**config.mk**
```make
export PLATFORM = sky130hd
export DESIGN_NAME = uart_wb_ctrl_flat
export DESIGN_NICKNAME = d
export VERILOG_FILES = /design/src/rtl/uart_wb_ctrl_pkg.sv /design/src/rtl/uart_wb_ctrl_if.sv /design/src/rtl/uart_wb_ctrl_ack_timer.sv /design/src/rtl/uart_wb_ctrl.sv /design/src/flat_wrapper.sv
export SDC_FILE = /design/constraint.sdc
export NUM_CORES = 1
export LEC_CHECK = 0
export ABC_AREA = 1
export CAP_MARGIN = 30
export CORE_MARGIN = 2
export CORE_UTILIZATION = 51
export CTS_CLUSTER_SIZE = 14
export DETAILED_ROUTE_END_ITERATION = 8
export PLACE_DENSITY = 0.85
export SLEW_MARGIN = 0
export SYNTH_ARGS = -nofsm -noshare
export SYNTH_HDL_FRONTEND = slang
export SYNTH_SLANG_ARGS = --single-unit
```
**constraint.sdc**
```tcl
create_clock -name wb_clk_i -period 2.15 [get_ports wb_clk_i]
set_input_delay 0.645 -clock wb_clk_i [delete_from_list [all_inputs] [get_ports wb_clk_i]]
set_output_delay 0.645 -clock wb_clk_i [all_outputs]
set_load 0.005 [all_outputs]
```
**src/rtl/uart_wb_ctrl_pkg.sv**
```systemverilog
// Shared encodings for the UART Wishbone sequencer: register map, status bits,
// byte selects, FSM states and the per-state bus request builder.
package uart_wb_ctrl_pkg;

  typedef enum logic [2:0] {
    S_DIV  = 3'd0,
    S_POLL = 3'd1,
    S_DEC  = 3'd2,
    S_RX   = 3'd3,
    S_TX   = 3'd4
  } state_t;

  localparam logic       REG_SD     = 1'b0;
  localparam logic       REG_CD     = 1'b1;
  localparam int         STAT_RXV   = 8;
  localparam int         STAT_TXB   = 9;
  localparam logic [3:0] SEL_STATUS = 4'b0010;
  localparam logic [3:0] SEL_DATA   = 4'b0001;
  localparam logic [3:0] SEL_ALL    = 4'hF;

  typedef struct packed {
    logic        adr;
    logic        we;
    logic [3:0]  sel;
    logic [31:0] dat;
  } wb_req_t;

  // Status reads must never set sel[0]: that lane pops the UART receive buffer.
  function automatic wb_req_t build_req(state_t st, logic [31:0] div, logic [7:0] txd);
    wb_req_t req;
    case (st)
      S_DIV:   req = '{adr: REG_CD, we: 1'b1, sel: SEL_ALL,    dat: div};
      S_RX:    req = '{adr: REG_SD, we: 1'b0, sel: SEL_DATA,   dat: 32'd0};
      S_TX:    req = '{adr: REG_SD, we: 1'b1, sel: SEL_DATA,   dat: {24'd0, txd}};
      default: req = '{adr: REG_SD, we: 1'b0, sel: SEL_STATUS, dat: 32'd0};
    endcase
    return req;
  endfunction

endpackage

```
**src/rtl/uart_wb_ctrl_if.sv**
```systemverilog
// Private Wishbone link between the sequencer (master) and the UART slave.
interface uart_wb_ctrl_if;
  logic        adr;
  logic [31:0] dat_m2s;
  logic [31:0] dat_s2m;
  logic        we;
  logic [3:0]  sel;
  logic        stb;
  logic        cyc;
  logic        ack;

  modport master (output adr, dat_m2s, we, sel, stb, cyc, input dat_s2m, ack);
  modport slave  (input adr, dat_m2s, we, sel, stb, cyc, output dat_s2m, ack);
endinterface

```
**src/rtl/uart_wb_ctrl_ack_timer.sv**
```systemverilog
// Ack watchdog: counts consecutive cycles the strobe waits for ack and flags
// expiry in the cycle the wait reaches ACK_TIMEOUT.
module uart_wb_ctrl_ack_timer #(
  parameter int ACK_TIMEOUT = 16
) (
  input  logic wb_clk_i,
  input  logic wb_rst_ni,
  input  logic i_run,
  output logic o_expire
);
  localparam int            CW   = $clog2(ACK_TIMEOUT + 1);
  localparam logic [CW-1:0] LAST = CW'(ACK_TIMEOUT - 1);

  logic [CW-1:0] r_cnt;

  // Any break in the wait restarts the count from zero.
  always_ff @(posedge wb_clk_i or negedge wb_rst_ni) begin
    if (!wb_rst_ni) begin
      r_cnt <= '0;
    end else if (i_run && !o_expire) begin
      r_cnt <= r_cnt + CW'(1);
    end else begin
      r_cnt <= '0;
    end
  end

  assign o_expire = i_run && (r_cnt == LAST);

endmodule

```
**src/rtl/uart_wb_ctrl.sv**
```systemverilog
// uart_wb_ctrl: Wishbone master sequencing a simpleuart_wb slave. Programs the
// divider, polls status and arbitrates the UART between a TX and an RX stream.
module uart_wb_ctrl
  import uart_wb_ctrl_pkg::*;
#(
  parameter logic [31:0] DIV_INIT    = 32'd1,
  parameter int          ACK_TIMEOUT = 16
) (
  input  logic           wb_clk_i,
  input  logic           wb_rst_ni,
  input  logic [31:0]    cfg_div_i,
  input  logic           cfg_div_we_i,
  input  logic [7:0]     tx_data_i,
  input  logic           tx_valid_i,
  output logic           tx_ready_o,
  output logic [7:0]     rx_data_o,
  output logic           rx_valid_o,
  input  logic           rx_ready_i,
  output logic           init_done_o,
  output logic           err_o,
  uart_wb_ctrl_if.master wbm
);

  state_t      r_state, w_state_nxt, w_launch_st;
  logic        r_adr, r_we, r_stb, w_adr_nxt, w_we_nxt, w_stb_nxt;
  logic [3:0]  r_sel, w_sel_nxt;
  logic [31:0] r_dat, w_dat_nxt;
  logic        r_tx_ready, r_rx_valid, r_init_done, r_err;
  logic        w_tx_ready_nxt, w_rx_valid_nxt, w_init_done_nxt, w_err_nxt;
  logic [7:0]  r_rx_data, w_rx_data_nxt;
  logic        r_div_pend, w_div_pend_nxt;
  logic [31:0] r_div_val, w_div_val_nxt;
  logic        r_rx_av, r_tx_busy, r_rr_rx, w_rx_av_nxt, w_tx_busy_nxt, w_rr_rx_nxt;
  logic        w_launch, w_rx_elig, w_tx_elig, w_expire, w_run;
  wb_req_t     w_req;

  assign w_run = r_stb && !wbm.ack;

  uart_wb_ctrl_ack_timer #(.ACK_TIMEOUT(ACK_TIMEOUT)) u_ack_timer (
    .wb_clk_i (wb_clk_i),
    .wb_rst_ni(wb_rst_ni),
    .i_run    (w_run),
    .o_expire (w_expire)
  );

  // Next-state and next-bus logic; S_DEC launches its chosen transaction directly.
  always_comb begin
    w_state_nxt     = r_state;
    w_adr_nxt       = r_adr;
    w_we_nxt        = r_we;
    w_sel_nxt       = r_sel;
    w_dat_nxt       = r_dat;
    w_stb_nxt       = r_stb;
    w_tx_ready_nxt  = 1'b0;
    w_rx_data_nxt   = r_rx_data;
    w_init_done_nxt = r_init_done;
    w_err_nxt       = r_err;
    w_div_pend_nxt  = r_div_pend;
    w_div_val_nxt   = r_div_val;
    w_rx_av_nxt     = r_rx_av;
    w_tx_busy_nxt   = r_tx_busy;
    w_rr_rx_nxt     = r_rr_rx;
    w_launch        = 1'b0;
    w_launch_st     = r_state;
    w_rx_elig       = r_rx_av && !r_rx_valid;
    w_tx_elig       = tx_valid_i && !r_tx_busy;

    if (r_rx_valid && rx_ready_i) begin
      w_rx_valid_nxt = 1'b0;
    end else begin
      w_rx_valid_nxt = r_rx_valid;
    end

    case (r_state)
      S_DEC: begin
        w_launch = 1'b1;
        if (r_div_pend) begin
          w_launch_st = S_DIV;
        end else if (w_rx_elig && w_tx_elig) begin
          w_launch_st = r_rr_rx ? S_RX : S_TX;
          w_rr_rx_nxt = !r_rr_rx;
        end else if (w_rx_elig) begin
          w_launch_st = S_RX;
        end else if (w_tx_elig) begin
          w_launch_st = S_TX;
        end else begin
          w_launch_st = S_POLL;
        end
      end
      S_DIV, S_POLL, S_RX, S_TX: begin
        if (!r_stb) begin
          w_launch = 1'b1;
        end else if (wbm.ack) begin
          w_stb_nxt   = 1'b0;
          w_state_nxt = S_POLL;
          case (r_state)
            S_DIV: begin
              w_init_done_nxt = 1'b1;
              // Only retire the pending request if it is the value just written.
              if (r_div_val == r_dat) begin
                w_div_pend_nxt = 1'b0;
              end else begin
                w_div_pend_nxt = r_div_pend;
              end
            end
            S_POLL: begin
              w_rx_av_nxt   = wbm.dat_s2m[STAT_RXV];
              w_tx_busy_nxt = wbm.dat_s2m[STAT_TXB];
              w_state_nxt   = S_DEC;
            end
            S_RX: begin
              w_rx_data_nxt  = wbm.dat_s2m[7:0];
              w_rx_valid_nxt = 1'b1;
            end
            S_TX:    w_tx_ready_nxt = 1'b1;
            default: w_state_nxt    = S_POLL;
          endcase
        end else if (w_expire) begin
          w_stb_nxt   = 1'b0;
          w_err_nxt   = 1'b1;
          w_state_nxt = (r_state == S_DIV) ? S_DIV : S_POLL;
        end else begin
          w_stb_nxt = r_stb;
        end
      end
      default: begin
        w_state_nxt = S_DIV;
        w_stb_nxt   = 1'b0;
      end
    endcase

    w_req = build_req(w_launch_st, r_div_pend ? r_div_val : DIV_INIT, tx_data_i);
    if (w_launch) begin
      w_state_nxt = w_launch_st;
      w_stb_nxt   = 1'b1;
      w_adr_nxt   = w_req.adr;
      w_we_nxt    = w_req.we;
      w_sel_nxt   = w_req.sel;
      w_dat_nxt   = w_req.dat;
    end else begin
      w_state_nxt = w_state_nxt;
    end

    if (cfg_div_we_i) begin
      w_div_pend_nxt = 1'b1;
      w_div_val_nxt  = cfg_div_i;
    end else begin
      w_div_val_nxt = w_div_val_nxt;
    end
  end

  // State and output registers; reset drops the strobe immediately.
  always_ff @(posedge wb_clk_i or negedge wb_rst_ni) begin
    if (!wb_rst_ni) begin
      r_state     <= S_DIV;
      r_adr       <= 1'b0;
      r_we        <= 1'b0;
      r_sel       <= 4'd0;
      r_dat       <= 32'd0;
      r_stb       <= 1'b0;
      r_tx_ready  <= 1'b0;
      r_rx_data   <= 8'd0;
      r_rx_valid  <= 1'b0;
      r_init_done <= 1'b0;
      r_err       <= 1'b0;
      r_div_pend  <= 1'b0;
      r_div_val   <= 32'd0;
      r_rx_av     <= 1'b0;
      r_tx_busy   <= 1'b0;
      r_rr_rx     <= 1'b1;
    end else begin
      r_state     <= w_state_nxt;
      r_adr       <= w_adr_nxt;
      r_we        <= w_we_nxt;
      r_sel       <= w_sel_nxt;
      r_dat       <= w_dat_nxt;
      r_stb       <= w_stb_nxt;
      r_tx_ready  <= w_tx_ready_nxt;
      r_rx_data   <= w_rx_data_nxt;
      r_rx_valid  <= w_rx_valid_nxt;
      r_init_done <= w_init_done_nxt;
      r_err       <= w_err_nxt;
      r_div_pend  <= w_div_pend_nxt;
      r_div_val   <= w_div_val_nxt;
      r_rx_av     <= w_rx_av_nxt;
      r_tx_busy   <= w_tx_busy_nxt;
      r_rr_rx     <= w_rr_rx_nxt;
    end
  end

  assign wbm.adr     = r_adr;
  assign wbm.dat_m2s = r_dat;
  assign wbm.we      = r_we;
  assign wbm.sel     = r_sel;
  assign wbm.stb     = r_stb;
  assign wbm.cyc     = r_stb;
  assign tx_ready_o  = r_tx_ready;
  assign rx_data_o   = r_rx_data;
  assign rx_valid_o  = r_rx_valid;
  assign init_done_o = r_init_done;
  assign err_o       = r_err;

endmodule

```
**src/flat_wrapper.sv**
```systemverilog
// flat-port wrapper written by rule: the top's interface ports become plain ports
module uart_wb_ctrl_flat import uart_wb_ctrl_pkg::*;
#(
  parameter logic [31:0] DIV_INIT    = 32'd1,
  parameter int          ACK_TIMEOUT = 16
)
  (wb_clk_i, wb_rst_ni, cfg_div_i, cfg_div_we_i, tx_data_i, tx_valid_i, tx_ready_o, rx_data_o, rx_valid_o, rx_ready_i, init_done_o, err_o, wbm_adr, wbm_dat_m2s, wbm_we, wbm_sel, wbm_stb, wbm_cyc, wbm_dat_s2m, wbm_ack);
  uart_wb_ctrl_if wbm_i ();
  input  logic wb_clk_i;
  input  logic wb_rst_ni;
  input  logic [31:0] cfg_div_i;
  input  logic cfg_div_we_i;
  input  logic [7:0] tx_data_i;
  input  logic tx_valid_i;
  output logic tx_ready_o;
  output logic [7:0] rx_data_o;
  output logic rx_valid_o;
  input  logic rx_ready_i;
  output logic init_done_o;
  output logic err_o;
  output wire logic [$bits(wbm_i.adr)-1:0] wbm_adr;
  output wire logic [$bits(wbm_i.dat_m2s)-1:0] wbm_dat_m2s;
  output wire logic [$bits(wbm_i.we)-1:0] wbm_we;
  output wire logic [$bits(wbm_i.sel)-1:0] wbm_sel;
  output wire logic [$bits(wbm_i.stb)-1:0] wbm_stb;
  output wire logic [$bits(wbm_i.cyc)-1:0] wbm_cyc;
  input wire logic [$bits(wbm_i.dat_s2m)-1:0] wbm_dat_s2m;
  input wire logic [$bits(wbm_i.ack)-1:0] wbm_ack;
  assign wbm_adr = wbm_i.adr;
  assign wbm_dat_m2s = wbm_i.dat_m2s;
  assign wbm_we = wbm_i.we;
  assign wbm_sel = wbm_i.sel;
  assign wbm_stb = wbm_i.stb;
  assign wbm_cyc = wbm_i.cyc;
  assign wbm_i.dat_s2m = wbm_dat_s2m;
  assign wbm_i.ack = wbm_ack;
  uart_wb_ctrl #(.DIV_INIT(DIV_INIT), .ACK_TIMEOUT(ACK_TIMEOUT)) u_core (.wb_clk_i(wb_clk_i), .wb_rst_ni(wb_rst_ni), .cfg_div_i(cfg_div_i), .cfg_div_we_i(cfg_div_we_i), .tx_data_i(tx_data_i), .tx_valid_i(tx_valid_i), .tx_ready_o(tx_ready_o), .rx_data_o(rx_data_o), .rx_valid_o(rx_valid_o), .rx_ready_i(rx_ready_i), .init_done_o(init_done_o), .err_o(err_o), .wbm(wbm_i));
endmodule
```
==> results of run 1 <==
==> final timing paths <==
| check | endpoint | slack [ns] | depth (start not counted) |
|---|---|---|---|
| worst min-delay path | u_core.wbm.dat_m2s[3] | 0.22 | 1 |
| max in group asynchronous | u_core.r_rr_rx | 1.26 | 2 |
| worst max register to register | u_core.r_state[0] | 0.30 | 8 |
| worst min register to register | u_core.u_ack_timer.r_cnt[0] | 0.46 | 1 |
| worst max-delay path | wbm_stb | 0.12 | 1 |
| min in group wb_clk_i | u_core.u_ack_timer.r_cnt[0] | 0.46 | 1 |
==> final cells by class <==
cell class	instances	share of cell area
well taps	108	0.0223
inverters	57	0.0353
multi-input cells	380	0.300
repair buffers	129	0.214
clock buffers	10	0.0211
flip-flops and latches	93	0.385
clock inverters	6	0.0223
==> through the flow <==
stage | cell area (um2) | TNS, ns | std cells | power (mW) | setup WS [ns]
global route | 6050 | 0 | 783 | 7.28 | 0.0672
detailed placement | 5790 | -0.933 | 767 | 5.36 | -0.0637
finish | 6050 | 0 | 783 | 6.84 | 0.122
CTS | 6050 | 0 | 783 | 6.86 | 0.128
global placement | 5790 | -0.815 | 767 | 5.26 | -0.0603
floorplan | 4490 | 0 | 552 | 4.05 | 0.576
==> state kept, by name, indices dropped and copies added (netlist names) <==
name                      cells
u_core.init_done_o            1
u_core.r_rx_av                1
u_core.wbm.dat_m2s           32
u_core.u_ack_timer.r_cnt      5
u_core.wbm.we                 1
u_core.r_tx_busy              1
u_core.wbm.cyc                1
u_core.tx_ready_o             1
u_core.rx_valid_o             1
u_core.r_state                3
u_core.r_div_val             32
u_core.r_rr_rx                1
u_core.r_div_pend             1
u_core.rx_data_o              8
u_core.wbm.sel                3
u_core.err_o                  1
==> power breakdown <==
group / switching [mW] / internal [mW]
logic: 1.43 / 1.40
registers: 0.340 / 2.16
clock network: 0.618 / 0.890
total: 2.39 / 4.45
==> layer usage <==
metal,vias up,part of all wire,track usage
met3,17,0.054,0.0358
met2,137,0.50,0.429
met4,0,0.015,0.0823
met5,-,0,0
met1,1894,0.43,0.315
li1,1950,-,-
==> Yosys cell counts <==
master and number:
nor3_1 3, buf_4 6, nor2_8 1, buf_2 4, nor4_1 1, o21ai_2 11
inv_2 4, ha_1 2, xnor2_1 10, o21bai_1 1, or2_2 2, xor2_1 4
o21ai_1 1, dfstp_2 1, nor2_1 25, dfrtp_1 92, inv_1 52, nand3b_1 1
nor2_2 1, clkinv_1 1, nand3_4 1, nand3_1 27, nand2_2 2, o22ai_2 8
o211ai_1 1, a31oi_1 1, nand2_1 234, buf_6 3, mux2_2 1, a41o_1 1
o21ai_0 26, clkbuf_1 9, nand4_1 6, a21oi_1 6, nand3_2 1, o22ai_1 2
==> logic make-up after synthesis <==
logic type	count (synthesis)	share of synthesized area
compound gates	58	0.0903
xor+xnor	14	0.0273
fa+ha+maj	2	0.00557
buf+inv	79	0.0772
flops	93	0.518
mux	1	0.00251
simple gates	305	0.279
==> summary.md, run 1 <==
| Metric | Value |
|---|---|
| Status | `finished, final reports clean` |
| MaxCap Viol Count | `0` |
| Vias in the first global route | `4,140` |
| Crit. End Element | `primary output` |
| Die Span Y | `97.9 um` |
| First-pass GRT wire length | `~19 mm` |
| Root buffer cell | `clkbuf_8` |
| Top delay family on crit path | `buffers and inverters` |
| Fin crit period | `2.03 ns` |
| P_leak | `between 3 and 4 nW` |
| Final Cycle Share | `0.943` |
| WS Path Type | `reg2out` |
| WP data required | `1.50 ns` |
| Die width | `97.9 um` |
| Post-CTS Setup Inserts | `0` |
| Leading area contributor after synthesis | `dfrtp_1` |
| CTS Hold Buffers Added | `0` |
| Slew @ Worst Pin | `approximately 0.56 ns` |
| Crit path arrival time | `between 1 and 1.5 ns` |
| Hold crit path type | `in2async` |
| Final core occ | `0.701` |
| Number of fill cells | `679` |
| Synth top area share | `0.513` |
| Synthesis Warnings | `0` |
| Hold Fails Final Rpt | `0` |
| Crit path launch type | `flop` |
| Footprint of the multi-input gates | `1820 um2` |
| Cells after Synth | `552` |
| Rows | `34` |
| Initial DRT Pass Iterations | `5` |
| Worst path bufs/invs | `1` |
| CP max-delay cell | `clkdlybuf4s50_1` |
| Total core area | `8640 um2` |
| Max-slew headroom | `0.624` |
| Setup violators final | `0` |
| DIE AREA | `9570 um2` |
| Slew Viols, Final | `0` |
| Clk slew on worst S/H paths | `0.09 ns` |
| Layout area overhead | `34.8%` |
| Ports | `130` |
| Post-route DRC | `0` |
| Clock Sinks | `93` |
| Sequential cell area | `2330 um2` |
| Synth top area cells | `dfrtp_1 (51%), nand2_1 (20%), inv_1 (4.3%)` |
| Commonest non-fill, non-tap cells in the layout | `nand2_1 (234), clkdlybuf4s50_1 (106), dfrtp_1 (92), inv_1 (52), nand3_1 (27)` |
| Commonest non-fill, non-tap cell in the layout | `nand2_1` |
| DP HPWL | `8.22 mm` |
| ANT cells | `0` |
| Worst-path fanout max | `7` |
| Worst R2R Start | `u_core.r_state[1]` |
| Placer Congestion | `0.837` |
| Initial Util | `0.520` |
| Via Count | `3,998` |
| Clk_skew | `between 0.009 and 0.01 ns` |
| Grt total ovfl | `0` |
| Sequential share of the synthesized area | `0.518` |
| Final Routed Wirelength | `11.3 mm` |
| Synth Register Bits | `93` |
| TritonCTS clock tree | `done` |
| Mapped Nets | `632` |
| Syn Area/Cell | `8.14 um2` |
| H-tree levels | `3` |
| Initial antenna violation count | `0` |
| RSZ-0062 raised after global routing | `no` |
| Power per Cell Area | `1130 nW/um2` |
| Fraction of layout cells with a size suffix above 1 | `0.105` |
| Largest net degree at the start of global routing | `between 40 and 50` |
| Max VDD drop | `0.547 mV` |
| Routed Antenna Nets | `0` |
| Bufs on Longest Clock Path | `2` |
| Fmax | `between 0.4 and 0.5 GHz` |
| GRT Overall Usage | `0.246` |
| Iteration-0 DRC Markers | `~230` |
| Avg WL per Cell | `~14 um` |
| Synth Cell Area | `4490 um2` |
| Post_cts resized | `0` |
| Worst path cell trace | `clkdlybuf4s50_1` |
| Final #Nets | `750` |
| Max incr delay on CP | `0.55 ns` |
| Buffers on Ports | `between 100 and 150` |
| Hold_ws | `0.222 ns` |
| Vias/cell | `roughly 5` |
| Unique masters post-synth | `36` |
| Worst skew pair latency | `around 0.36 ns` |
| CP startpoint | `u_core.wbm.cyc` |
| CTS Buf Count | `9` |
Power figures use the tool's default switching activity.
==> run 2, diff against run 1 <==
--- a/config.mk
+++ b/config.mk
@@ -17,2 +17,3 @@
 export SYNTH_HDL_FRONTEND = slang
 export SYNTH_SLANG_ARGS = --single-unit
+export TNS_END_PERCENT = 50
==> constraint.sdc (replaced) <==
create_clock -name wb_clk_i -period 2.15 [get_ports wb_clk_i]
set_input_delay 0.43 -clock wb_clk_i [delete_from_list [all_inputs] [get_ports wb_clk_i]]
set_output_delay 0.43 -clock wb_clk_i [all_outputs]
set_load 0.05 [all_outputs]
==> summary.md, run 2 (synthesis gave the netlist of run 1 again) <==
| Metric | Value |
|---|---|
| Status | `finished, final reports clean` |
| Commonest non-fill, non-tap cells in the layout | `nand2_1 (234), clkdlybuf4s50_1 (105), dfrtp_1 (92), inv_1 (52), nand3_1 (27)` |
| Max incr delay on CP | `0.84 ns` |
| Power per Cell Area | `1260 nW/um2` |
| TritonCTS clock tree | `done` |
| Largest net degree at the start of global routing | `52` |
| CTS Buf Count | `9` |
| Initial Util | `0.520` |
| Worst-path fanout max | `7` |
| Initial antenna violation count | `0` |
| Rows | `34` |
| Clock Sinks | `93` |
| Clk slew on worst S/H paths | `about 0.10 ns` |
| Vias/cell | `5.09` |
| Avg WL per Cell | `13.9 um` |
| Crit path arrival time | `1.65 ns` |
| DIE AREA | `9570 um2` |
| WS Path Type | `reg2out` |
| Crit path launch type | `flop` |
| CP max-delay cell | `clkdlybuf4s50_1` |
| Post-CTS Setup Inserts | `0` |
| Max VDD drop | `0.595 mV` |
| Worst skew pair latency | `0.36 ns` |
| WL met1 | `4.60 mm` |
| Footprint of the multi-input gates | `1820 um2` |
| Setup TNS | `0 ns` |
| Post-route DRC | `0` |
| Initial DRT Pass Iterations | `5` |
| RSZ-0062 raised after global routing | `no` |
| First-pass GRT wire length | `approximately 18 mm` |
| Routed Antenna Nets | `0` |
| Final Cycle Share | `0.966` |
| Fmax | `approximately 0.48 GHz` |
| Vias in the first global route | `3,995` |
| GRT Overall Usage | `0.237` |
| Slew @ Worst Pin | `approximately 0.53 ns` |
| H-tree levels | `3` |
| Die Span Y | `97.9 um` |
| Commonest non-fill, non-tap cell in the layout | `nand2_1` |
| Top sig layer | `met4` |
| Root buffer cell | `clkbuf_8` |
| Register share of total power | `0.337` |
| Total core area | `approximately 8600 um2` |
| Clk_skew | `roughly 0.018 ns` |
| DP HPWL | `slightly below 8 mm` |
| WP data required | `1.72 ns` |
| Die width | `97.9 um` |
| Placer Congestion | `slightly below 0.9` |
| Buffers on Ports | `107` |
| Max-slew headroom | `0.642` |
| Bufs on Longest Clock Path | `2` |
| Sw frac | `0.471` |
| Final #Nets | `742` |
| Worst path cell trace | `clkdlybuf4s50_1` |
| Iteration-0 DRC Markers | `188` |
| Gate power share | `0.524` |
| Number of fill cells | `697` |
| Fraction of layout cells with a size suffix above 1 | `0.0915` |
| Top delay family on crit path | `buffers and inverters` |
| Clk pwr share | `0.140` |
| Fin crit period | `between 2 and 2.5 ns` |
| Met3 WL post-DR | `744 um` |
| Slew Viols, Final | `0` |
| Layout area overhead | `30.9%` |
| Setup violators final | `0` |
| ANT cells | `0` |
| Grt total ovfl | `0` |
| Ports | `130` |
| MaxCap Viol Count | `0` |
| Net switching power | `3.49 mW` |
| Worst path bufs/invs | `1` |
| Wire length on met2 | `around 5.3 mm` |
| P_leak | `2.94 nW` |
| Int Power | `3.92 mW` |
| Crit. End Element | `primary output` |
| Hold crit path type | `reg2reg` |
| Final Routed Wirelength | `around 11 mm` |
| Hold Fails Final Rpt | `0` |
| Sequential cell area | `2330 um2` |
| Via Count | `3,942` |
| Final core occ | `0.681` |
-- run 2: per-stage QoR --
step	std cells	setup slack, ns	area, um2	power (mW)	hold WS, ns
after global routing	775	0.000617	5880	7.87	0.495
after CTS	775	0.0543	5880	7.44	0.468
after floorplan	552	0.462	4490	5.17	0.134
after detailed placement	758	0.134	5700	6.40	0.344
final	775	0.0725	5880	7.41	0.464
after global placement	758	0.195	5700	6.31	0.340
-- run 2: worst paths after layout --
| check | start | end | slack (ns) | depth (start not counted) |
|---|---|---|---|---|
| max | u_core.wbm.cyc | wbm_cyc | 0.07 | 1 |
| min | u_core.u_ack_timer.r_cnt[0] | u_core.u_ack_timer.r_cnt[0] | 0.46 | 1 |
| max reg2reg | u_core.r_state[1] | u_core.r_state[0] | 0.40 | 9 |
| min reg2reg | u_core.u_ack_timer.r_cnt[0] | u_core.u_ack_timer.r_cnt[0] | 0.46 | 1 |
| max in group asynchronous | wb_rst_ni | u_core.rx_data_o[7] | 1.05 | 3 |
| min in group asynchronous | wb_rst_ni | u_core.u_ack_timer.r_cnt[4] | 0.49 | 2 |
-- run 2: layer usage --
metal,vias to the layer above,track usage
met4,0,0.0577
met3,14,0.0580
li1,1935,-
met5,-,0
met2,147,0.398
met1,1846,0.312
-- run 2: layout make-up --
class,count,area share
clock inverter,5,0.00638
clock buffer,11,0.0223
sequential,93,0.396
inverter,57,0.0364
multi-input combinational,380,0.309
tap,108,0.0230
timing repair buffer,121,0.207
-- run 2: what timing repair did --
action / in CTS / in global routing
gates resized for setup: 0 / 1
hold endpoints to repair: 19 / 0
endpoints found under the setup margin: 0 / 2
hold buffers: 1 / 0
-- run 2: power by group through the flow --
stage | combinational, mW | clock, mW | sequential, mW
floorplan | 1.66 | 0 | 3.51
global placement | 3.80 | 0 | 2.50
detailed placement | 3.87 | 0 | 2.53
CTS | 3.89 | 1.06 | 2.50
global route | 4.17 | 1.14 | 2.56
finish | 3.88 | 1.04 | 2.50
==> RTL change 1, RTL diff (config.mk and constraints of run 1) <==
`r_dat` no longer has a reset.
--- a/src/rtl/uart_wb_ctrl.sv
+++ b/src/rtl/uart_wb_ctrl.sv
@@ -157,5 +157,4 @@
       r_we        <= 1'b0;
       r_sel       <= 4'd0;
-      r_dat       <= 32'd0;
       r_stb       <= 1'b0;
       r_tx_ready  <= 1'b0;
@@ -174,5 +173,4 @@
       r_we        <= w_we_nxt;
       r_sel       <= w_sel_nxt;
-      r_dat       <= w_dat_nxt;
       r_stb       <= w_stb_nxt;
       r_tx_ready  <= w_tx_ready_nxt;
@@ -189,4 +187,8 @@
   end
 
+  always_ff @(posedge wb_clk_i) begin
+    r_dat <= w_dat_nxt;
+  end
+
   assign wbm.adr     = r_adr;
   assign wbm.dat_m2s = r_dat;
Formal check against the unedited RTL: not equivalent (a bounded check fails within 4 cycles, from zero or initial values and one cycle with wb_rst_ni low).
==> RTL change 1 against run 1 <==
Synthesized area decreased by 0.19%; sequential share of layout area is 3.9 points higher; non-clock buffer count fell by 7; power fell by 1.3%; sequential cell count unchanged; routed wire length fell by 10%; via count fell by 9.7%; cell area down 3.0%; worst hold slack improved by 0.043 ns; highest routed layer unchanged; setup slack gained 0.036 ns; clock power down 34%.
==> RTL change 1: results (changes against run 1) <==
dpl.hpwl_um: 7510  # -8.7%
power.leakage_nw: 2.721  # -9.9%
fin_nets: 701  # -6.5%
yosysSeqAreaShare: 0.5551  # +0.03674
status: "finished clean"
gr-usage-met2: 0.3613  # -0.06760
dp_slack_ns: -0.04560  # +0.01812 ns
synthTopCellsByArea: "dfrtp_1 33%, edfxtp_1 21%, nand2_1 14%"
synth_edf_count: 32  # +32
slew_headroom: 0.6402  # +0.01627
routedWlPerCell_um: 13.87  # -4.1%
grt_max_degree: 35  # -22%
first_iter_violations: 173  # -23%
synthXorXnorAreaFrac: 0.01563  # -0.01167
synth_adder_area_share: 0.005582  # +0.00001088
cp_max_fo: 6  # -1
synth_commonest_cells: "168 x nand2_1, 67 x inv_1, 60 x dfrtp_1"
fillers: 711  # +4.7%
wl_met2_um: 5004  # -12%
synthCells: 505  # -8.5%
wl_met1_um: 4500  # -6.8%
placedCellCount: 718  # -6.4%
wl_um: 10180  # -10%
synth_nets: 585  # -7.4%
setup_ws_ns: 0.1579  # +0.03588 ns
grt_usage: 0.2187  # -0.02694
grt.met3_usage: 0.05583  # +0.02004
grt_pass1_wl_um: 16800  # -12%
vias: 3609  # -9.7%
reg2reg_slack_ns: 0.50  # +0.20 ns
==> RTL change 1: cells by family after synthesis <==
family / after synthesis
AND/OR/NAND/NOR: 248
buffers and inverters: 95
flip-flops: 93
AO/OA/AOI/OAI: 59
XOR/XNOR: 8
adder cells (fa/ha/maj): 2
==> RTL change 1: path summary, 6_finish.rpt <==
kind | startpoint | endpoint | cells past startpoint
hold / removal | wb_rst_ni | u_core.r_div_val[29] | 1
setup reg to reg | u_core.r_state[1] | u_core.wbm.dat_m2s[31] | 6
setup / recovery | u_core.wbm.cyc | wbm_cyc | 1
max in group asynchronous | wb_rst_ni | u_core.rx_data_o[0] | 2
min in group wb_clk_i | u_core.u_ack_timer.r_cnt[0] | u_core.u_ack_timer.r_cnt[0] | 1
hold reg to reg | u_core.u_ack_timer.r_cnt[0] | u_core.u_ack_timer.r_cnt[0] | 1
==> RTL change 1: layout make-up <==
class	instances	area share
multi-input combinational	317	0.2711
timing repair buffer	122	0.2062
clock buffer	13	0.02364
inverter	78	0.04984
tap	108	0.02300
sequential	93	0.4236
clock inverter	3	0.002556
==> RTL change 1: metrics by stage <==
stage	cell area, um^2	hold WS, ns
after floorplan	4483	0.3494
after global routing	5874	0.2708
final	5874	0.2645
after global placement	5720	0.4412
after CTS	5874	0.2708
after detailed placement	5720	0.4547
==> RTL change 1: worst reg2reg max path: cells and delay by family (launching register included) <==
kind,cells,cell delay (ns)
flops,1,0.44
buf+inv,2,0.36
simple gates,4,0.54
==> RTL change 1: where the power goes <==
group / total [W] / switching [W] / leakage (nW) / internal (W)
logic: 0.00283 / 0.00139 / 1.57 / 0.00144
registers: 0.00293 / 0.000402 / 1.07 / 0.00253
clock network: 0.000990 / 0.000572 / 0.0812 / 0.000418
==> RTL change 2, RTL diff (settings of run 1) <==
Made on the original files. `ACK_TIMEOUT` is set to 16 in 3 places; all go to 64.
--- a/src/rtl/uart_wb_ctrl_ack_timer.sv
+++ b/src/rtl/uart_wb_ctrl_ack_timer.sv
@@ -2,5 +2,5 @@
 // expiry in the cycle the wait reaches ACK_TIMEOUT.
 module uart_wb_ctrl_ack_timer #(
-  parameter int ACK_TIMEOUT = 16
+  parameter int ACK_TIMEOUT = 64
 ) (
   input  logic wb_clk_i,
--- a/src/rtl/uart_wb_ctrl.sv
+++ b/src/rtl/uart_wb_ctrl.sv
@@ -5,5 +5,5 @@
 #(
   parameter logic [31:0] DIV_INIT    = 32'd1,
-  parameter int          ACK_TIMEOUT = 16
+  parameter int          ACK_TIMEOUT = 64
 ) (
   input  logic           wb_clk_i,
--- a/src/flat_wrapper.sv
+++ b/src/flat_wrapper.sv
@@ -3,5 +3,5 @@
 #(
   parameter logic [31:0] DIV_INIT    = 32'd1,
-  parameter int          ACK_TIMEOUT = 16
+  parameter int          ACK_TIMEOUT = 64
 )
   (wb_clk_i, wb_rst_ni, cfg_div_i, cfg_div_we_i, tx_data_i, tx_valid_i, tx_ready_o, rx_data_o, rx_valid_o, rx_ready_i, init_done_o, err_o, wbm_adr, wbm_dat_m2s, wbm_we, wbm_sel, wbm_stb, wbm_cyc, wbm_dat_s2m, wbm_ack);
Behaviour: no difference found for any inputs over 10 cycles, from zero or initial values and one cycle with wb_rst_ni low; that may be too few to reach the edited logic, so the function may still have changed.
==> RTL change 2 against run 1 <==
Sequential share of layout area is 1.0 points higher; routed wire length is 1.2% higher; setup slack better by 0.020 ns; cell area is 0.45% lower; critical path depth stayed put; critical endpoint is now wbm_cyc; power is 2.6% lower; synthesized area is 2.0% higher; combinational power is 2% higher; utilization is 1.0 points lower; sequential cell count is 2 higher.
==> RTL change 2: results (changes against run 1) <==
fillers: 682  # +0.44%
drt_first_pass_iters: 5  # unchanged
ir_drop_mv: 0.5959  # +8.9%
status: "finished clean"
antenna_found_initial: 0  # unchanged
skew_ns: 0.01492  # +0.005410 ns
first_iter_violations: 225  # unchanged
cp_slowest_cell: "clkdlybuf4s50_1"
critPathMaxStageDelay_ns: 0.54
postPlaceCellArea_mm2: 0.005831  # +0.69%
fin_cells: 793  # +1.3%
clkTransAtPathRegs_ns: 0.10
cp.arrival_ns: 1.36  # -0.02 ns
setup_ws_ns: 0.1415  # +0.01954 ns
portBuffers: 107  # unchanged
synth_cell_types: 33  # -8.3%
cts_setup_buffers: 0  # unchanged
place_congestion: 0.8639  # +3.3%
ys_warn_count: 0  # unchanged
avgSynthCellArea_um2: 8.122  # -0.19%
power.leakage_nw: 3.010  # -0.29%
ys_async_sr_fraction: 1.000  # unchanged
dp_slack_ns: -0.08556  # -0.02184 ns
yosysSeqAreaShare: 0.5193  # +0.0008726
r2r_end: "u_core.r_state[2]"
grt_usage: 0.2433  # -0.002301
cp_max_fo: 5  # -2
synthTopCellsByArea: "dfrtp_1 51%, nand2_1 20%, inv_1 4.7%"
avgViaCountPerCell: 5.154  # +0.94%
drive_gt1_frac: 0.1022  # -0.002995
max-cap-violations: 0  # unchanged
reg2reg_depth: 9  # +1
grt_max_degree: 79  # +76%
overflow: 0  # unchanged
grt_pass1_wl_um: 18970  # -0.33%
worstMarginPinSlew_ns: 0.4878  # -0.07555 ns
fin_nets: 759  # +1.2%
cts_max_level: 3  # unchanged
cts_inserted_buffers: 9  # unchanged
placedCellCount: 777  # +1.3%
whs_ns: 0.1333  # -0.08838 ns
routedWlPerCell_um: 14.45  # -0.12%
synth_commonest_cells: "241 x nand2_1, 94 x dfrtp_1, 57 x inv_1"
worstHoldPathType: "in -> async"
dpl.hpwl_um: 8241  # +0.23%
diodes: 0  # unchanged
synth_nets: 643  # +1.7%
grt_pass1_vias: 4072  # -1.6%
rr_startpoint: "u_core.r_state[1]"
==> RTL change 2: how the worst max path moves through the flow <==
stage                       from                      to  depth (start not counted)
2_1_floorplan         tx_valid_i  u_core.wbm.dat_m2s[10]                          8
3_3_place_gp          tx_valid_i       u_core.wbm.sel[1]                         11
3_5_place_dp          tx_valid_i       u_core.wbm.sel[1]                         11
4_1_cts           u_core.wbm.cyc                 wbm_cyc                          1
5_1_grt        u_core.r_state[1]       u_core.r_state[2]                          9
6_report          u_core.wbm.cyc                 wbm_cyc                          1
==> RTL change 2: logic make-up after synthesis <==
| group | share of synthesized area |
|---|---|
| adders and majority gates | 0.002731 |
| DFF | 0.5193 |
| buffers and inverters | 0.07402 |
| muxes | 0.002458 |
| xor gates and xnor gates | 0.03250 |
| AOI/OAI and AO/OA | 0.08713 |
| and+or+nand+nor | 0.2819 |
==> RTL change 2: layout make-up <==
type	instances	area (um^2)	share of cell area
flip-flops and latches	95	2379	0.3947
multi-input cells	389	1863	0.3092
repair buffers	125	1229	0.2039
inverters	60	225.2	0.03738
well taps	108	135.1	0.02243
clock buffers	9	123.9	0.02056
clock inverters	7	71.32	0.01184
==> RTL change 2: per-layer routing <==
metal	GRT usage	wire length, um
met4	0.08535	266
met3	0.03972	692
met5	0	0
met1	0.3147	4619
met2	0.4163	5879
==> RTL change 2: report_power, final <==
| group | internal (W) | switching, W | total, W |
|---|---|---|---|
| Clock | 0.000543 | 0.000657 | 0.00120 |
| Sequential | 0.00221 | 0.000362 | 0.00258 |
| Combinational | 0.00140 | 0.00148 | 0.00288 |
